--- src/rtl/ste_bus_arbiter.sv ---
// 68000 bus-mastership arbiter: runs the BR/BG/BGACK handshake for NREQ alternate
// masters, grants one requester per tenure, bounds tenures and enforces a CPU gap.
module ste_bus_arbiter #(
  parameter int unsigned NREQ       = 2,
  parameter int unsigned RR         = 0,
  parameter int unsigned MAX_TENURE = 64,
  parameter int unsigned CPU_GAP    = 2
) (
  input  logic            clk32,
  input  logic            resb,
  input  logic            clk_en,
  input  logic            as_n,
  input  logic            bg_n,
  input  logic            bgack_n_i,
  input  logic [NREQ-1:0] req_n,
  output logic            br_n,
  output logic            bgack_n_o,
  output logic [NREQ-1:0] gnt_n,
  output logic [NREQ-1:0] yield,
  output logic [1:0]      owner,
  output logic            bus_free
);

  localparam int unsigned   CW   = 8;
  localparam logic [CW-1:0] GAP  = CW'(CPU_GAP);
  localparam logic [CW-1:0] MAXT = CW'(MAX_TENURE);

  typedef enum logic [1:0] {IDLE, REQ, OWN, REL} state_t;

  state_t        state;
  logic [CW-1:0] cnt;
  logic [1:0]    rr_ptr;

  logic       pend_c;
  logic       found_c;
  logic [1:0] win_c;
  logic [1:0] win_next_c;
  logic       owner_held_c;
  logic       others_c;

  assign pend_c = |(~req_n);

  // Winner: first low req_n at or above the scan base, then wrap to indices below it.
  always_comb begin : pick_winner
    int unsigned base;
    base    = (RR != 0) ? 32'(rr_ptr) : 32'd0;
    found_c = 1'b0;
    win_c   = '0;
    for (int unsigned i = 0; i < NREQ; i++) begin
      if (!found_c && i >= base && !req_n[i]) begin
        found_c = 1'b1;
        win_c   = 2'(i);
      end
    end
    for (int unsigned i = 0; i < NREQ; i++) begin
      if (!found_c && i < base && !req_n[i]) begin
        found_c = 1'b1;
        win_c   = 2'(i);
      end
    end
  end

  assign win_next_c = (32'(win_c) + 32'd1 >= NREQ) ? 2'd0 : win_c + 2'd1;

  // Owner still holding its request, and whether anyone else is waiting.
  always_comb begin
    owner_held_c = 1'b0;
    others_c     = 1'b0;
    for (int unsigned i = 0; i < NREQ; i++) begin
      if (2'(i) == owner) begin
        if (!req_n[i]) owner_held_c = 1'b1;
      end else if (!req_n[i]) begin
        others_c = 1'b1;
      end
    end
  end

  always_ff @(posedge clk32 or negedge resb) begin
    if (!resb) begin
      state     <= IDLE;
      cnt       <= '0;
      rr_ptr    <= '0;
      br_n      <= 1'b1;
      bgack_n_o <= 1'b1;
      gnt_n     <= '1;
      yield     <= '0;
      owner     <= '0;
      bus_free  <= 1'b1;
    end else if (clk_en) begin
      case (state)
        IDLE: begin
          if (cnt < GAP) cnt <= cnt + CW'(1);
          if (pend_c && cnt >= GAP) begin
            state    <= REQ;
            br_n     <= 1'b0;
            bus_free <= 1'b0;
          end
        end
        REQ: begin
          if (!pend_c) begin
            state    <= IDLE;
            br_n     <= 1'b1;
            cnt      <= GAP;
            bus_free <= 1'b1;
          end else if (!bg_n && as_n && bgack_n_i) begin
            state     <= OWN;
            bgack_n_o <= 1'b0;
            br_n      <= 1'b1;
            cnt       <= '0;
            gnt_n     <= ~(NREQ'(1) << win_c);
            owner     <= win_c;
            if (RR != 0) rr_ptr <= win_next_c;
          end
        end
        OWN: begin
          if (cnt < MAXT) cnt <= cnt + CW'(1);
          // Release takes precedence over a same-tick yield.
          if (!owner_held_c) begin
            state <= REL;
            gnt_n <= '1;
            yield <= '0;
          end else if (cnt == MAXT && others_c) begin
            yield <= yield | (NREQ'(1) << owner);
          end
        end
        REL: begin
          state     <= IDLE;
          bgack_n_o <= 1'b1;
          cnt       <= '0;
          bus_free  <= 1'b1;
        end
        default: state <= IDLE;
      endcase
    end
  end

endmodule
--- config.mk ---
export PLATFORM = sky130hd
export DESIGN_NAME = ste_bus_arbiter
export DESIGN_NICKNAME = d
export VERILOG_FILES = /design/src/rtl/ste_bus_arbiter.sv
export SDC_FILE = /design/constraint.sdc
export NUM_CORES = 1
export LEC_CHECK = 0
export BUFFER_PORTS_ARGS = -buffer_cell sky130_fd_sc_hd__buf_2
export CORE_ASPECT_RATIO = 1.1
export CORE_MARGIN = 10
export CORE_UTILIZATION = 30
export DETAILED_ROUTE_END_ITERATION = 10
export GPL_TIMING_DRIVEN = 0
export PLACE_DENSITY = 0.52
export SETUP_SLACK_MARGIN = 0.1
export SYNTH_ARGS = -nofsm -noshare
export SYNTH_HDL_FRONTEND = slang
export SYNTH_SLANG_ARGS = --single-unit
--- constraint.sdc ---
create_clock -name clk32 -period 1.5 [get_ports clk32]
set_input_delay 0.45 -clock clk32 [delete_from_list [all_inputs] [get_ports clk32]]
set_output_delay 0.45 -clock clk32 [all_outputs]
set_load 0.01 [all_outputs]
-- After elaboration in Yosys (flattened, before gate mapping)
Cells that the tools add are included.
- add/sub/neg operators: 1
- $lt $le $gt $ge: 3
- equality and inequality tests: 14
- shift operators: 2
- multiplexer cells: 32
- bitwise gates (word level): 3
- reduce and logical (&&, ||, !) cells: 22
- operators with widths (kind ; number):
    2-to-1 mux 8 bit ; 4
    case mux 8 bit (4 select lines) ; 1
    AND reduction 4 bit ; 6
    2-to-1 mux 2 bit ; 8
    2-to-1 mux 1 bit ; 14
    != test 2 bit, second input constant ; 7
    adder 8 x 1 -> 8 bit, second input constant ; 1
    == test 8 x 7 -> 1 bit, second input constant ; 1
    greater-or-equal comparator 8 x 2 -> 1 bit, second input constant ; 1
    less-than comparator 8 x 2 -> 1 bit, second input constant ; 1
    less-than comparator 8 x 7 -> 1 bit, second input constant ; 1
    case mux 2 bit (4 select lines) ; 1
    nonzero test 2 bit ; 3
    logical AND 1 bit ; 5
    AND reduction 5 bit ; 1
    == test 2 bit, second input constant ; 2
    zero test 2 bit ; 2
    inverter 2 bit ; 2
    case mux 1 bit (2 select lines) ; 2
    case mux 2 bit (2 select lines) ; 1
    != test 3 bit, second input constant ; 1
    case mux 1 bit (3 select lines) ; 1
    AND reduction 3 bit ; 1
    nonzero test 3 bit ; 1
    other kinds (8) ; 9
- register bits: 19
- input bits: 8
- output and inout bits: 9
- word-level logic and storage cells: 85

-- Logic depth before layout (Yosys ltp)
Gate-level depths: netlist (run 1).
- depth in word-level cells: 8
- depth in mapped cells: 5
- gate-level depth less buffers: 5

-- Worst setup path before layout (run 1)
Ideal clock, no wire load.
- path type: input -> register
- from: in req_n[1]
- to: reg yield[1]
- setup time: 72 ps
- arrival: 1591 ps
- required time: 1428 ps
- slack: -162 ps
- cell stages on the path: 4
- buffers on the path: 0
- path through: or4b_1 > or4_4 > o21ba_1 > nor2_1
- longest elaborated chain between the ends: 5
- elaborated cells on any way between the ends: 8
- those cells by class: eq/ne (1); mux (5); reduce/logical (2)
- RTL lines (what ; RTL line ; RTL):
    start: declaration ; 15 ; input logic [NREQ-1:0] req_n,
    2-to-1 mux 1 bit ; 72 ; end else if (!req_n[i]) begin
    2-to-1 mux 1 bit ; 70 ; if (2'(i) == owner) begin
    logical AND 1 bit ; 122 ; end else if (cnt == MAXT && others_c) begin
    != test 2 x 1 -> 1 bit (no source line) ; - ;
    AND reduction 3 bit (no source line) ; - ;
    end signal: assignment ; 123 ; yield <= yield | (NREQ'(1) << owner);
    end: declaration ; 19 ; output logic [NREQ-1:0] yield,
Parallel ways exist; a longest one is shown, timed or not.
A chain may end at the register's enable or synchronous reset.

-- Worst setup path after layout (run 1)
- from: reg cnt[0]
- to: reg yield[1]
- longest elaborated chain between the ends: 4
- RTL lines (what ; RTL line ; RTL):
    start: declaration ; 31 ; logic [CW-1:0] cnt;
    start signal: assignment ; 92 ; if (cnt < GAP) cnt <= cnt + CW'(1);
    start signal: assignment ; 116 ; if (cnt < MAXT) cnt <= cnt + CW'(1);
    == test 8 x 7 -> 1 bit ; 122 ;
    logical AND 1 bit ; 122 ;
    != test 2 x 1 -> 1 bit (no source line) ; - ;
    AND reduction 3 bit (no source line) ; - ;
Every way passes these cells.

==> results.json, run 1 <==
{
  "core-area_um2": 3050,
  "ios": 17,
  "ant_nets": 0,
  "cp-end-kind": "flop",
  "insertion_delay_ns": 0.30,
  "start_kind": "flop",
  "cp_slowest_stage_delay_ns": 0.53,
  "crit_type": "reg2reg",
  "ctsHtreeMaxLevel": 1,
  "dpl.hpwl_mm": 1.64,
  "p_total_uw": 2740,
  "grt_pass1_vias": 891,
  "cp.arrival_ns": 1.95,
  "fillers": 275,
  "synth-seq-cells": 18,
  "rows": 21,
  "die-width_um": 73.7,
  "synth_area_leaders": "dfrtp_1, dfstp_2, mux2i_1",
  "setup_ws_ns": -0.210,
  "synth_nets": 105,
  "outcome": "complete, but fails checks",
  "maxCapViolations": 0,
  "worst_ep_required_time_ns": 1.74,
  "diodes": 0,
  "overflow": 0,
  "cts.reportedPaths.clkPinSlew_ns": 0.11,
  "netlist.area_leader.share_pct": 34.2,
  "violations": "negative setup slack",
  "synth_area_um2": 951,
  "yosysWarnings": 0,
  "drc": 0,
  "p_per_area_nw_per_um2": 1860,
  "drtIter0Drc": 57,
  "synth-edff-count": 0,
  "syn_inst": 95,
  "initial_core_util_pct": 31.2,
  "clock_skew_ns": 0.0119,
  "nets": 145,
  "io_buffers": 15,
  "routed_wl_mm": 2.56,
  "power_leakage_uw": 0.000671,
  "yosysTopAreaCell": "dfrtp_1",
  "cts_buffers": 3,
  "synthArstFlopShare_pct": 100,
  "drt_first_pass_iters": 4,
  "setup_violations": 10,
  "chipHeight_um": 79.1,
  "worstPathMaxFanout": 2,
  "grt_pass1_wl_mm": 4.40,
  "yosysMostFrequentCell": "dfrtp_1",
  "die_area_um2": 5820,
  "clock.fmax_mhz": 585,
  "vias_per_cell": 5.14,
  "synth.top_cells.by_count": "dfrtp_1, nor2_1, o21ai_0, nand2_1, nand2b_1",
  "cts_tree": "yes",
  "hp-class": "in2async",
  "clock_path_buffers": 2,
  "vias": 863,
  "finalHoldWorstSlack_ns": 0.0568,
  "synth_top_flop_cell": "dfrtp_1",
  "drive_gt1_share_pct": 52.2,
  "cts.sinks": 18,
  "ys_seq_area_share_pct": 48.0,
  "period_share_pct": 114,
  "root_buffer": "clkbuf_4",
  "rsz0062_at_grt": "true",
  "hold_viol": 0,
  "yosysUniqueCellTypes": 37,
  "path_cells": "or4b_1 -> or4_4 -> o21ba_1 -> nor2_1",
  "grt_max_degree": 19,
  "vdd_drop_max_uv": 924,
  "antenna_found_initial": 0,
  "slowest_stage": "or4_4",
  "syn_area_per_cell_um2": 10.0,
  "ctsHoldBuffers": 0,
  "syn_to_final_growth_pct": 55.3,
  "slew_viol_final": 0,
  "gp_congestion": 0.789,
  "gr-usage-all-layers_pct": 9.36,
  "routedWlPerCell_um": 15.3,
  "fin_crit_ns": 1.71
}
through the flow:
step	std cells	cell area, um2	util [%]	setup slack, ns	setup TNS, ns
floorplan	95	966	-	-0.162	-0.291
CTS	161	1370	44.8	-0.234	-0.977
global placement	144	1080	35.6	-0.324	-3.32
detailed placement	144	1080	35.6	-0.359	-3.61
finish	168	1480	48.4	-0.210	-1.09
global route	168	1480	48.4	-0.292	-2.35
final timing paths:
path / startpoint / end / slack [ns] / cells after the start
min: resb / yield[1] / 0.06 / 1
max in group asynchronous: resb / cnt[5] / 1.12 / 1
max reg2reg: cnt[0] / yield[1] / -0.21 / 4
max: cnt[0] / yield[1] / -0.21 / 4
min reg2reg: bgack_n_o / bgack_n_o / 0.51 / 2
min in group clk32: clk_en / bus_free / 0.46 / 3
cell families after synthesis:
group	count (synthesis)	share of synthesized area (%)
buffers and inverters	6	2.76
adder cells (fa/ha/maj)	2	2.63
XOR/XNOR	2	1.84
multiplexers	5	5.39
AO/OA/AOI/OAI	20	14.7
flip-flops	18	48.0
other	1	0.394
AND/OR/NAND/NOR	41	24.2
metal layers:
metal / vias to the layer above / global-route usage [%] / share of wire, % / wire, um
met4: 0 / 2.43 / 0.55 / 14
met2: 19 / 15.8 / 53 / 1360
li1: 415 / - / - / -
met1: 427 / 10.8 / 40 / 1040
met3: 2 / 3.48 / 5.9 / 150
met5: - / 0 / 0 / 0
cell type report:
cell class	instances	area, um2	area share, %
Clock buffer	4	36.3	2.46
Multi-Input combinational cell	71	622	42.1
Inverter	5	18.8	1.27
Sequential cell	18	460	31.2
Buffer	1	7.51	0.508
Timing Repair Buffer	35	289	19.6
Tap cell	34	42.5	2.88
sequential cells by signal (all words and copies together), names as in the netlist, named ones only:
name,count
bus_free,1
bgack_n_o,1
yield,2
owner,1
state,1
gnt_n,2
cnt,8
br_n,1
where the power goes:
part           total, uW  internal, uW  switching [uW]  leakage, uW
clock                309           148             161    0.0000210
sequential           852           688             164     0.000220
combinational       1580           864             717     0.000430
critical path, delay by kind of cell (launching register included):
family	cells	cell delay, ns
simple gates	3	1.08
flops	1	0.39
compound gates	1	0.19
what timing repair did:
action                                  in CTS  in global routing
setup buffers                               13                  7
resized for setup                           30                  9
pin swaps                                    9                 12
endpoints found under the setup margin      23                 22
placed cells by master, fill, tap and decap left out, drive strengths merged, types with 2 or more instances in the layout:
master  count
buf        36
dfrtp      13
nor2       10
o21ai       8
nand2       7
nand2b      6
inv         5
dfstp       5
nor3        5
mux2i       4
clkbuf      4
nor4        3
and2        2
o31ai       2
nand4       2
xnor2       2
ha          2
o21ba       2
Note: power is estimated with default switching activity, not from simulation.
==> inputs of run 2 (changes only) <==
--- a/config.mk
+++ b/config.mk
@@ -5,14 +5,16 @@
 export SDC_FILE = /design/constraint.sdc
 export NUM_CORES = 1
 export LEC_CHECK = 0
+export ABC_AREA = 1
 export BUFFER_PORTS_ARGS = -buffer_cell sky130_fd_sc_hd__buf_2
 export CORE_ASPECT_RATIO = 1.1
 export CORE_MARGIN = 10
 export CORE_UTILIZATION = 30
 export DETAILED_ROUTE_END_ITERATION = 10
 export GPL_TIMING_DRIVEN = 0
-export PLACE_DENSITY = 0.52
+export PLACE_DENSITY = 0.51
 export SETUP_SLACK_MARGIN = 0.1
 export SYNTH_ARGS = -nofsm -noshare
 export SYNTH_HDL_FRONTEND = slang
 export SYNTH_SLANG_ARGS = --single-unit
+export TNS_END_PERCENT = 1
==> run 2 against run 1 <==
Compared with the run above:
- the run now ends clean
- sequential share of layout area increased by 1.1 points
- cell count increased by 35%
- combinational power decreased by 28%
- worst setup slack improved by 0.32 ns
- routed wire length decreased by 1.1%
- largest cell class unchanged
- design area decreased by 3.3%
- worst hold slack improved by 0.064 ns
==> results.json, run 2 <==
{
  "outcome": "finished clean",
  "synth_area_um2": 1100,
  "setup_tns_ns": 0,
  "grt_pass1_wl_mm": 4.22,
  "clock_skew_ns": 0.00140,
  "slowest_stage": "dfrtp_1",
  "dp_cells": 211,
  "chipHeight_um": 83.5,
  "synth_area_leaders": "dfrtp_1, nand2_1, dfstp_2",
  "critPathCapture": "cnt[0]",
  "multi_input_area_um2": 559,
  "synth-compound-area-share_pct": 10.3,
  "synthArstFlopShare_pct": 100,
  "vdd_drop_max_uv": 654,
  "grt_max_degree": 19,
  "antenna_found_initial": 0,
  "ctsHtreeMaxLevel": 1,
  "hold_viol": 0,
  "r2r_start": "cnt[4]",
  "syn_inst": 146,
  "routed_wl_mm": 2.53,
  "r2r-end": "cnt[0]",
  "cp_slowest_stage_delay_ns": 0.43,
  "clock_path_buffers": 2,
  "rows": 23,
  "worstPathMaxFanout": 7,
  "drt_first_pass_iters": 4,
  "synth-edff-count": 0,
  "cts_buffers": 3,
  "gr-usage-all-layers_pct": 7.66,
  "initial_core_util_pct": 30.5,
  "period_share_pct": 92.6,
  "synth-simple-area-share_pct": 35.5,
  "drtIter0Drc": 18,
  "die_area_um2": 6480,
  "synth_top_family_by_area": "simple AND/OR/NAND/NOR gates",
  "syn_area_per_cell_um2": 7.52,
  "r2r_slack_ns": 0.11,
  "yosysMostFrequentCell": "nand2_1",
  "cp.arrival_ns": 1.54,
  "nets": 187,
  "regMostFlops": "cnt",
  "diodes": 0,
  "setup_ws_ns": 0.111,
  "power_leakage_uw": 0.000741,
  "synth_top_flop_cell": "dfrtp_1",
  "slew_viol_final": 0,
  "drive_gt1_share_pct": 38.1,
  "path_cells": "inv_2 -> nand2_2 -> nor2_2 -> nand2_1 -> nand2_2 -> nand3_4 -> buf_12 -> nand2_4 -> o21ai_2",
  "rr_worst_depth": 9,
  "root_buffer": "clkbuf_8",
  "grt_pass1_vias": 967,
  "io_buffers": 15,
  "crit_path_frequent_cell": "nand2_2",
  "worst_ep_required_time_ns": 1.65,
  "netlist.area_leader.share_pct": 29.6,
  "largest_register_ffs": 8,
  "synth_mux_area_share_pct": 0,
  "final_cell_mix": "nand2_1, inv_1, buf_2, nor2_1, nand3_1",
  "yosysTopAreaCell": "dfrtp_1",
  "core-area_um2": 3600,
  "cts.reportedPaths.clkPinSlew_ns": 0.07,
  "yosysWarnings": 0,
  "cts_tree": "yes",
  "die-width_um": 77.7,
  "rsz0062_at_grt": "true",
  "dpl.hpwl_mm": 1.82,
  "synth_fa_ha_area_share_pct": 2.28,
  "start_kind": "flop",
  "setup_violations": 0,
  "synth_nets": 156,
  "dpl_worst_slack_ns": 0.0331,
  "ant_nets": 0,
  "startpoint": "cnt[4]",
  "clock.fmax_mhz": 720,
  "fillers": 398,
  "syn_to_final_growth_pct": 30.0,
  "seqCellArea_um2": 460,
  "vias": 966,
  "overflow": 0,
  "top_regs": "cnt (8), gnt_n (2), yield (2)",
  "gp_congestion": 0.799,
  "layout_commonest_cell": "nand2_1",
  "maxCapViolations": 0,
  "ios": 17,
  "crit_type": "reg2reg",
  "synthXorXnorAreaFrac_pct": 0,
  "p_per_area_nw_per_um2": 1670,
  "yosysUniqueCellTypes": 23,
  "fin_crit_ns": 1.39,
  "insertion_delay_ns": 0.25,
  "finalNonFillerCells": 226,
  "synth-seq-cells": 18,
  "cp-end-kind": "flop",
  "vias_per_cell": 4.27,
  "drc": 0,
  "routedWlPerCell_um": 11.2,
  "cts.sinks": 18,
  "synth.top_cells.by_count": "nand2_1, inv_1, nor2_1, dfrtp_1, nand3_1",
  "hp-class": "in2async",
  "ys_seq_area_share_pct": 41.6
}
run 2: per-stage QoR:
stage / hold WS (ns) / util [%] / cell area [um2] / total power [uW]
floorplan: 0.154 / - / 1100 / 1510
detailed placement: 0.413 / 34.4 / 1240 / 1790
global route: 0.153 / 39.7 / 1430 / 2590
finish: 0.121 / 39.7 / 1430 / 2380
global placement: 0.410 / 34.4 / 1240 / 1790
CTS: 0.133 / 36.6 / 1320 / 2250
run 2: cell type report:
class | instances | area share [%]
Multi-Input combinational cell | 104 | 39.2
Timing Repair Buffer | 26 | 12.3
Tap cell | 50 | 4.38
Clock buffer | 4 | 3.86
Buffer | 2 | 1.93
Sequential cell | 18 | 32.3
Inverter | 22 | 6.13
run 2: worst min-delay path by stage:
stage / depth (start not counted) / endpoint / from / slack, ns
floorplan: 0 / async pin / resb / 0.15
CTS: 1 / cnt[2] / resb / 0.13
global route: 1 / cnt[0] / resb / 0.15
finish: 1 / cnt[0] / resb / 0.12
global placement: 1 / cnt[2] / resb / 0.41
detailed placement: 1 / cnt[2] / resb / 0.41
run 2: logic make-up after synthesis:
kind of cell               after synthesis
other                                    1
and+or+nand+nor                         84
adders and majority gates                2
DFF                                     18
AOI/OAI and AO/OA                       17
buffers and inverters                   24
run 2: worst max-delay path, delay by kind of cell, from the launching register on:
family / cells / cell delay [ns]
AO/OA/AOI/OAI: 1 / 0.04
buffers and inverters: 2 / 0.26
flip-flops: 1 / 0.43
AND/OR/NAND/NOR: 6 / 0.55
run 2: repair_timing:
item,4_1_cts,5_1_grt
hold endpoints to repair,0,0
cloned,0,1
endpoints found under the setup margin,12,12
setup buffers,2,8
hold buffers,0,0
resized for setup,4,12
pin swaps,0,4
run 2: where the power goes:
group / internal (uW) / total [uW] / switching [uW] / leakage [uW]
combinational: 490 / 1130 / 642 / 0.000494
sequential: 699 / 846 / 147 / 0.000218
clock: 233 / 403 / 170 / 0.0000288
total: 1420 / 2380 / 959 / 0.000741
run 2: layer usage:
| layer | share of wire, % | vias to the layer above | routed length [um] | track usage [%] |
|---|---|---|---|---|
| li1 | - | 514 | - | - |
| met1 | 49 | 435 | 1250 | 9.41 |
| met2 | 46 | 17 | 1160 | 12.7 |
| met3 | 5.1 | 0 | 128 | 2.80 |
| met4 | 0 | 0 | 0 | 0.997 |
| met5 | 0 | - | 0 | 0 |
